[src/rtl/lcd_timing_pkg.sv]
// lcd_timing_pkg
// Shared constants and types for the 480x272 parallel-RGB raster timing path.
// Holds the default panel timing for the 4.3" display, the derived line/frame
// totals, counter and coordinate widths, sync polarities and the phase type
// that each timing axis reports.
package lcd_timing_pkg;

    // Default horizontal timing, in pixel clocks
    localparam int H_ACTIVE_DEF = 480;
    localparam int H_FP_DEF     = 2;
    localparam int H_SYNC_DEF   = 41;
    localparam int H_BP_DEF     = 2;

    // Default vertical timing, in lines
    localparam int V_ACTIVE_DEF = 272;
    localparam int V_FP_DEF     = 2;
    localparam int V_SYNC_DEF   = 10;
    localparam int V_BP_DEF     = 2;

    // Sync levels while the pulse is asserted (0 = active-low)
    localparam bit HS_POL_DEF = 1'b0;
    localparam bit VS_POL_DEF = 1'b0;

    // Widths of the raster counters, the exported coordinates and the frame counter
    localparam int CNT_W   = 10;
    localparam int COORD_W = 9;
    localparam int FRAME_W = 8;

    // Length of one axis period: active, front porch, sync, back porch
    function automatic int axis_total(input int active, input int fp,
                                      input int sync, input int bp);
        return active + fp + sync + bp;
    endfunction

    localparam int H_TOTAL_DEF = axis_total(H_ACTIVE_DEF, H_FP_DEF, H_SYNC_DEF, H_BP_DEF);
    localparam int V_TOTAL_DEF = axis_total(V_ACTIVE_DEF, V_FP_DEF, V_SYNC_DEF, V_BP_DEF);

    typedef logic [CNT_W-1:0] cnt_t;

    // Where a counter currently sits within its axis period
    typedef enum logic [1:0] {
        PH_ACTIVE,
        PH_FP,
        PH_SYNC,
        PH_BP
    } phase_t;

endpackage

[src/rtl/lcd_timing_if.sv]
// lcd_timing_if
// Bundle of the registered raster outputs that feed the colour stage and the
// LCD pins.
//   hsync_o / vsync_o : sync pulses at the configured polarity
//   den_o             : data enable, high in the visible area only
//   col_o / lin_o     : visible pixel coordinates, 0 outside the visible area
//   sof_o             : one-clock strobe with pixel (0,0)
//   frame_o           : free-running frame counter
// master: the timing generator drives the bundle; slave: downstream consumers.
interface lcd_timing_if;
    import lcd_timing_pkg::*;

    logic               hsync_o;
    logic               vsync_o;
    logic               den_o;
    logic [COORD_W-1:0] col_o;
    logic [COORD_W-1:0] lin_o;
    logic               sof_o;
    logic [FRAME_W-1:0] frame_o;

    modport master (
        output hsync_o, vsync_o, den_o, col_o, lin_o, sof_o, frame_o
    );

    modport slave (
        input hsync_o, vsync_o, den_o, col_o, lin_o, sof_o, frame_o
    );

endinterface

[src/rtl/lcd_timing_axis.sv]
// timing_axis
// One raster axis: a wrapping counter over ACTIVE+FP+SYNC+BP positions and the
// decode of which phase the current count lies in.
//   clk, rst_n : clock and asynchronous active-low reset
//   advance    : step the counter this clock (wraps to 0 after the last position)
//   clear      : force the counter to 0; takes priority over advance
//   cnt        : current position
//   phase      : active / front porch / sync / back porch for cnt
module timing_axis
    import lcd_timing_pkg::*;
#(
    parameter int ACTIVE = H_ACTIVE_DEF,
    parameter int FP     = H_FP_DEF,
    parameter int SYNC   = H_SYNC_DEF,
    parameter int BP     = H_BP_DEF
) (
    input  logic   clk,
    input  logic   rst_n,
    input  logic   advance,
    input  logic   clear,
    output cnt_t   cnt,
    output phase_t phase
);

    localparam cnt_t LAST       = cnt_t'(axis_total(ACTIVE, FP, SYNC, BP) - 1);
    localparam cnt_t ACTIVE_END = cnt_t'(ACTIVE);
    localparam cnt_t SYNC_START = cnt_t'(ACTIVE + FP);
    localparam cnt_t SYNC_END   = cnt_t'(ACTIVE + FP + SYNC);

    always_ff @(posedge clk or negedge rst_n) begin
        if (!rst_n) begin
            cnt <= '0;
        end else if (clear) begin
            cnt <= '0;
        end else if (advance) begin
            cnt <= (cnt == LAST) ? '0 : cnt + cnt_t'(1);
        end
    end

    // Phases follow each other in increasing count order, so ordered
    // less-than tests pick out the window cnt falls in.
    always_comb begin
        phase = PH_BP;
        if (cnt < ACTIVE_END) begin
            phase = PH_ACTIVE;
        end else if (cnt < SYNC_START) begin
            phase = PH_FP;
        end else if (cnt < SYNC_END) begin
            phase = PH_SYNC;
        end
    end

endmodule

[src/rtl/lcd_timing.sv]
// lcd_timing
// Pixel-clock-synchronous raster timing generator for the 480x272 LCD path.
//   pxclk_i   : pixel clock
//   rst_n_i   : asynchronous active-low reset
//   restart_i : synchronous request to restart the raster at pixel (0,0)
//   lcd       : registered sync/enable/coordinate/frame outputs (master side)
// Every output is registered from the counter state before the edge, so all
// pins carry the same one-clock latency relative to the counters.
module lcd_timing
    import lcd_timing_pkg::*;
#(
    parameter int H_ACTIVE = H_ACTIVE_DEF,
    parameter int H_FP     = H_FP_DEF,
    parameter int H_SYNC   = H_SYNC_DEF,
    parameter int H_BP     = H_BP_DEF,
    parameter int V_ACTIVE = V_ACTIVE_DEF,
    parameter int V_FP     = V_FP_DEF,
    parameter int V_SYNC   = V_SYNC_DEF,
    parameter int V_BP     = V_BP_DEF,
    parameter bit HS_POL   = HS_POL_DEF,
    parameter bit VS_POL   = VS_POL_DEF
) (
    input  logic         pxclk_i,
    input  logic         rst_n_i,
    input  logic         restart_i,
    lcd_timing_if.master lcd
);

    localparam int   H_TOTAL = axis_total(H_ACTIVE, H_FP, H_SYNC, H_BP);
    localparam int   V_TOTAL = axis_total(V_ACTIVE, V_FP, V_SYNC, V_BP);
    localparam cnt_t H_LAST  = cnt_t'(H_TOTAL - 1);

    // Coordinates leave on 9 bits and the counters are 10 bits wide
    if (H_ACTIVE > 511 || V_ACTIVE > 511) begin : g_active_check
        $error("lcd_timing: H_ACTIVE and V_ACTIVE must not exceed 511");
    end
    if (H_TOTAL > (1 << CNT_W) || V_TOTAL > (1 << CNT_W)) begin : g_total_check
        $error("lcd_timing: H_TOTAL and V_TOTAL must fit the 10-bit counters");
    end

    cnt_t   h_cnt;
    cnt_t   v_cnt;
    phase_t h_phase;
    phase_t v_phase;
    logic   h_wrap;
    logic   den_next;
    logic   sof_next;

    // The line counter steps only on the edge where the pixel counter wraps.
    // restart_i clears both axes, and because clear beats advance a restart on
    // a wrap edge cannot also step the line counter.
    assign h_wrap = (h_cnt == H_LAST);

    timing_axis #(
        .ACTIVE (H_ACTIVE),
        .FP     (H_FP),
        .SYNC   (H_SYNC),
        .BP     (H_BP)
    ) u_h_axis (
        .clk     (pxclk_i),
        .rst_n   (rst_n_i),
        .advance (1'b1),
        .clear   (restart_i),
        .cnt     (h_cnt),
        .phase   (h_phase)
    );

    timing_axis #(
        .ACTIVE (V_ACTIVE),
        .FP     (V_FP),
        .SYNC   (V_SYNC),
        .BP     (V_BP)
    ) u_v_axis (
        .clk     (pxclk_i),
        .rst_n   (rst_n_i),
        .advance (h_wrap),
        .clear   (restart_i),
        .cnt     (v_cnt),
        .phase   (v_phase)
    );

    assign den_next = (h_phase == PH_ACTIVE) && (v_phase == PH_ACTIVE);
    assign sof_next = (h_cnt == '0) && (v_cnt == '0);

    // On a restart edge the outputs drop to their idle levels while the
    // counters are cleared, so the following edge presents pixel (0,0) with
    // sof. The frame counter keeps its value until that sof.
    always_ff @(posedge pxclk_i or negedge rst_n_i) begin
        if (!rst_n_i) begin
            lcd.hsync_o <= ~HS_POL;
            lcd.vsync_o <= ~VS_POL;
            lcd.den_o   <= 1'b0;
            lcd.col_o   <= '0;
            lcd.lin_o   <= '0;
            lcd.sof_o   <= 1'b0;
            lcd.frame_o <= '0;
        end else if (restart_i) begin
            lcd.hsync_o <= ~HS_POL;
            lcd.vsync_o <= ~VS_POL;
            lcd.den_o   <= 1'b0;
            lcd.col_o   <= '0;
            lcd.lin_o   <= '0;
            lcd.sof_o   <= 1'b0;
        end else begin
            lcd.hsync_o <= (h_phase == PH_SYNC) ? HS_POL : ~HS_POL;
            lcd.vsync_o <= (v_phase == PH_SYNC) ? VS_POL : ~VS_POL;
            lcd.den_o   <= den_next;
            lcd.col_o   <= den_next ? h_cnt[COORD_W-1:0] : '0;
            lcd.lin_o   <= den_next ? v_cnt[COORD_W-1:0] : '0;
            lcd.sof_o   <= sof_next;
            if (sof_next) begin
                lcd.frame_o <= lcd.frame_o + 8'd1;
            end
        end
    end

endmodule

[src/flat_wrapper.sv]
// flat-port wrapper written by rule: the top's interface ports become plain ports
module lcd_timing_flat import lcd_timing_pkg::*;
#(
    parameter int H_ACTIVE = H_ACTIVE_DEF,
    parameter int H_FP     = H_FP_DEF,
    parameter int H_SYNC   = H_SYNC_DEF,
    parameter int H_BP     = H_BP_DEF,
    parameter int V_ACTIVE = V_ACTIVE_DEF,
    parameter int V_FP     = V_FP_DEF,
    parameter int V_SYNC   = V_SYNC_DEF,
    parameter int V_BP     = V_BP_DEF,
    parameter bit HS_POL   = HS_POL_DEF,
    parameter bit VS_POL   = VS_POL_DEF
)
  (pxclk_i, rst_n_i, restart_i, lcd_hsync_o, lcd_vsync_o, lcd_den_o, lcd_col_o, lcd_lin_o, lcd_sof_o, lcd_frame_o);
  lcd_timing_if lcd_i ();
  input  logic pxclk_i;
  input  logic rst_n_i;
  input  logic restart_i;
  output wire logic [$bits(lcd_i.hsync_o)-1:0] lcd_hsync_o;
  output wire logic [$bits(lcd_i.vsync_o)-1:0] lcd_vsync_o;
  output wire logic [$bits(lcd_i.den_o)-1:0] lcd_den_o;
  output wire logic [$bits(lcd_i.col_o)-1:0] lcd_col_o;
  output wire logic [$bits(lcd_i.lin_o)-1:0] lcd_lin_o;
  output wire logic [$bits(lcd_i.sof_o)-1:0] lcd_sof_o;
  output wire logic [$bits(lcd_i.frame_o)-1:0] lcd_frame_o;
  assign lcd_hsync_o = lcd_i.hsync_o;
  assign lcd_vsync_o = lcd_i.vsync_o;
  assign lcd_den_o = lcd_i.den_o;
  assign lcd_col_o = lcd_i.col_o;
  assign lcd_lin_o = lcd_i.lin_o;
  assign lcd_sof_o = lcd_i.sof_o;
  assign lcd_frame_o = lcd_i.frame_o;
  lcd_timing #(.H_ACTIVE(H_ACTIVE), .H_FP(H_FP), .H_SYNC(H_SYNC), .H_BP(H_BP), .V_ACTIVE(V_ACTIVE), .V_FP(V_FP), .V_SYNC(V_SYNC), .V_BP(V_BP), .HS_POL(HS_POL), .VS_POL(VS_POL)) u_core (.pxclk_i(pxclk_i), .rst_n_i(rst_n_i), .restart_i(restart_i), .lcd(lcd_i));
endmodule
[config.mk]
export PLATFORM = sky130hd
export DESIGN_NAME = lcd_timing_flat
export DESIGN_NICKNAME = d
export VERILOG_FILES = /design/src/rtl/lcd_timing_pkg.sv /design/src/rtl/lcd_timing_if.sv /design/src/rtl/lcd_timing_axis.sv /design/src/rtl/lcd_timing.sv /design/src/flat_wrapper.sv
export SDC_FILE = /design/constraint.sdc
export NUM_CORES = 1
export LEC_CHECK = 0
export CAP_MARGIN = 20
export CORE_MARGIN = 1
export CORE_UTILIZATION = 58
export CTS_CLUSTER_DIAMETER = 40
export DETAILED_ROUTE_END_ITERATION = 6
export PLACE_DENSITY_LB_ADDON = 0.25
export SKIP_CTS_REPAIR_TIMING = 1
export SLEW_MARGIN = 20
export SYNTH_ARGS = -nofsm -noshare
export SYNTH_HDL_FRONTEND = slang
export SYNTH_HIERARCHICAL = 1
export SYNTH_SLANG_ARGS = --single-unit
[constraint.sdc]
create_clock -name pxclk_i -period 6.15 [get_ports pxclk_i]
set_input_delay 0.615 -clock pxclk_i [delete_from_list [all_inputs] [get_ports pxclk_i]]
set_output_delay 0.615 -clock pxclk_i [all_outputs]
set_load 0.01 [all_outputs]
# Yosys cells after proc, flatten, opt, wreduce, memory -nomap -nowiden
# Cells that the tools add are included.
# op_classes
add_sub_neg,3
n_lt_le_gt_ge,6
n_eq_ne,4
muxes,21
bitwise,1
n_reduce_logical,8
# op_table
cell,count
"10-bit by 9-bit < comparator with 1-bit output, second input constant",5
10-bit 2-to-1 mux,5
9-bit 2-to-1 mux,4
"10-bit by 1-bit adder with 10-bit output, second input constant",2
10-bit logical NOT,2
"10-bit == test, second input constant",1
"10-bit by 9-bit == test with 1-bit output, second input constant",1
"10-bit < comparator, second input constant",1
"8-bit by 1-bit adder with 8-bit output, second input constant",1
1-bit 2-to-1 mux,8
2-bit 2-to-1 mux,4
"2-bit == test, second input constant",2
2-bit logical NOT,2
1-bit logical AND,2
2-bit AND reduction,1
2-bit nonzero test,1
1-bit NOT,1
# word_totals
register_bits,50
out_inout_bits,30
wordCells,52

# Depth between registers and ports, before layout
# depth
depth_word,8
ltp_mapped,8

# Cells and area by module
# The synthesis kept the hierarchy.
# by_module_without_submodules
module,instances,cells_per_inst,area_each_um2,seq_area_each_um2
lcd_timing,1,89,1142.3,753.2
timing_axis at u_core.u_h_axis,1,67,630.6,250.2
timing_axis at u_core.u_v_axis,1,65,588.1,250.2

# Worst setup path after synthesis
# OpenSTA, ideal clock, no wires.
# synth_path
kind,flip-flop to flip-flop
startpoint,reg u_core.u_h_axis.cnt[6]
endpoint,reg u_core.u_v_axis.cnt[9]
t_arrival_ns,1.993
t_required_ns,6.081
path_slack_ns,4.088
stages_incl_launch_ff,8
synth_period_minus_slack_ns,2.062
path_cell_list,dfrtp_1 > nor4_1 > nand2_1 > nor2_1 > nand2b_1 > a31o_1 > or4_1 > nand3_1
# synth_via
elab_chain_len,2
# synth_lines
item,line,rtl
from (decl),lcd_timing_axis.sv:21,"output cnt_t cnt,"
from (signal assigned),lcd_timing_axis.sv:36,cnt <= (cnt == LAST) ? '0 : cnt + cnt_t'(1);
10-bit == test,lcd_timing.sv:52,assign h_wrap = (h_cnt == H_LAST);
named net u_core.h_wrap,lcd_timing.sv:45,logic h_wrap;
2-bit nonzero test (no source line),-,
to (signal assigned),lcd_timing_axis.sv:36,
to (decl),lcd_timing_axis.sv:21,
# The timed path passes the listed nets, and every way through them passes these cells.
# A chain may end at the register's enable or synchronous reset.

# Worst setup path in the final report
# Same ends and word-level chain as after synthesis.

==> results.cfg <==
[timing]
rsz0062_at_grt = false
maxSlewHeadroom_pct = 49.8
period_share_pct = 39.8
fin_skew_ns = 0.00888
fmax_mhz = 409
fin_crit_ns = 2.45
slew_viol_final = 0
setup_viol = 0
tightest_slew_ns = 0.749
hold_violations = 0
setup-tns-final_ns = 0

[clock_network]
cts_tree = done
clk_pin_slew_worst_paths_ns = 0.08
cts.sinks = 50
cts_root_buffer = clkbuf_8
cts_buffers = 5
clk-insertion-delay-late_ns = 0.30
h-tree-depth = 2
cts.path.max_buffers = 2

[finish]
drive_gt1_share_pct = 9.73
final_common_cell = dfrtp_1
fillers = 271
stdcell_area_sq_um = 2810
nNetsFinal = 265
num_antenna_cells = 0
area_growth_pct = 18.9
layout_common_cells = dfrtp_1, clkdlybuf4s50_1, nor2_1, and2_1, nand2_1

[drt]
routedWlPerCell_um = 14.7
vias = 1798
drtAntennaViolNets = 0
detail_route.vias_per_cell = 5.90
drt_drc_violations_left = 0
drt_iter0_drc = 128
first_pass_iters = 4
wl_um = 4480

[floorplanning]
die_w_um = 65.8
fp.dieH_um = 65.8
fp.dieArea_sq_um = 4330
start_util_pct = 62.6
rows = 22
coreArea_sq_um = 3770
io_pins = 33

[critical_path]
crit_type = flop to flop
crit_arrival_ns = 2.68
worstReg2RegEnd = u_core/u_v_axis/cnt[9]
critPathMaxFanout = 8
rr_worst_depth = 7
required_ns = 6.38
end_kind = flop
timing.rr.start = u_core/u_h_axis/cnt[6]
startpoint_type = flop
r2r_slack_ns = 3.70

[logic_synthesis]
syn_area_sq_um = 2360
ys.flop_type = dfrtp_1
synthCells = 221
ys_ff_latch = 50
yosysSeqAreaShare_pct = 53.1
yosys_warnings = 6
synth.distinct_cells = 48
synth_fp_nets = 229
syn_area_per_cell_sq_um = 10.7
async_flop_share_pct = 100
synth-edff-count = 0

[placed_design]
placed_area_sq_um = 2720
gp_congestion = 0.834
placement.io_buffers = 32
hpwl_um = 3120

[run_status]
status = complete, no violations

[grt]
gr-total-overflow = 0
grt_pass1_vias = 1729
grt_usage_pct = 24.2
grt_pass1_wl_um = 7710
grt_max_degree = 51
antenna_found_initial = 0

[power_and_ir_drop]
ir_drop_mv = 0.200
powerDensity_nw_per_um2 = 235
power_leakage_nw = 1.25

[hold_path]
holdCritPathClass = input pin to async pin

[flow_run]
drv_cap = 0
area by class of cell:
type                       count  area (sq um)  area share [%]
clock inverter                 1          7.51           0.267
sequential                    50          1250            44.7
tap                           48          60.1            2.14
clock buffer                   6          72.6            2.58
timing repair buffer          32           318            11.3
inverter                       9          33.8            1.20
multi-input combinational    159          1060            37.8
flip-flops by register name (all words and copies together) (netlist names):
register and flops:
u_core/lcd.col_o 9, u_core/lcd.den_o 1, u_core/lcd.frame_o 8, u_core/lcd.hsync_o 1, u_core/lcd.lin_o 9, u_core/lcd.sof_o 1, u_core/lcd.vsync_o 1, u_core/u_h_axis/cnt 10
u_core/u_v_axis/cnt 10
report_power, final:
part | total [W] | switching (W) | internal [W] | leakage [nW]
registers | 0.000377 | 0.0000274 | 0.000350 | 0.676
clock network | 0.000176 | 0.0000982 | 0.0000780 | 0.0373
logic | 0.000107 | 0.0000501 | 0.0000571 | 0.540
total | 0.000661 | 0.000176 | 0.000485 | 1.25
how the worst max path moves through the flow:
stage                                       from  cells after the start                endpoint
after floorplan           u_core/u_h_axis/cnt[6]                      7  u_core/u_v_axis/cnt[9]
after global placement                 restart_i                      4     u_core/lcd.col_o[2]
after detailed placement               restart_i                      4     u_core/lcd.col_o[2]
after CTS                 u_core/u_v_axis/cnt[6]                      6     u_core/lcd.col_o[2]
after global routing      u_core/u_v_axis/cnt[7]                      6     u_core/lcd.col_o[2]
final                     u_core/u_h_axis/cnt[6]                      7  u_core/u_v_axis/cnt[9]
cells by family (layout without fill, tap and decap cells):
family,Yosys count,in the layout,share of synthesized area [%]
compound gates,30,30,8.85
xor+xnor,17,17,6.31
fa+ha+maj,5,5,2.65
buf+inv,12,48,2.28
flops,50,50,53.1
mux,2,2,0.901
other cells,1,1,0.159
simple gates,104,104,25.8
through the flow:
stage	power [W]	worst slack, ns	cells	utilization (%)	hold slack (ns)
after floorplan	0.000431	4.09	221	-	0.319
after global placement	0.000488	3.39	298	72.0	0.457
after detailed placement	0.000491	3.22	298	72.0	0.466
after CTS	0.000667	3.39	305	74.2	0.480
after global routing	0.000696	3.52	305	74.5	0.361
final	0.000661	3.70	305	74.5	0.312
synth_stat cells (2+ instances only):
cell / n / area share, %
and4_1: 2 / 0.74
nor3_1: 10 / 2.1
nor4_1: 4 / 1.1
and2_1: 18 / 4.8
a41o_1: 2 / 0.85
or3_1: 3 / 0.79
xnor2_1: 4 / 1.5
inv_1: 9 / 1.4
o21ai_0: 10 / 2.1
and3_1: 2 / 0.53
ha_1: 5 / 2.6
nand2_1: 18 / 2.9
nor2_1: 18 / 2.9
nand4_1: 4 / 1.1
a31oi_1: 3 / 0.79
nand3_1: 11 / 2.3
nor4_2: 3 / 1.6
dfrtp_1: 48 / 51
o211ai_1: 2 / 0.64
a21oi_1: 3 / 0.64
dfstp_2: 2 / 2.2
xor2_1: 13 / 4.8
a21o_2: 2 / 0.74
critical path, cell delays in order (launching register included):
cell	delay, ns
dfrtp_1	0.49
nor4_1	0.30
nand2_1	0.25
nor2_1	0.35
nand2b_1	0.12
a31o_1	0.25
or4_1	0.52
nand3_1	0.10
layer usage:
| layer | up-vias | routed length, um | global-route usage, % |
|---|---|---|---|
| met3 | 4 | 211 | 6.90 |
| met1 | 880 | 1850 | 28.2 |
| met4 | 0 | 65 | 11.4 |
| met2 | 64 | 2360 | 40.8 |
| met5 | - | 0 | 0 |
| li1 | 850 | - | - |
No activity file was read; power rests on OpenSTA's default activity.
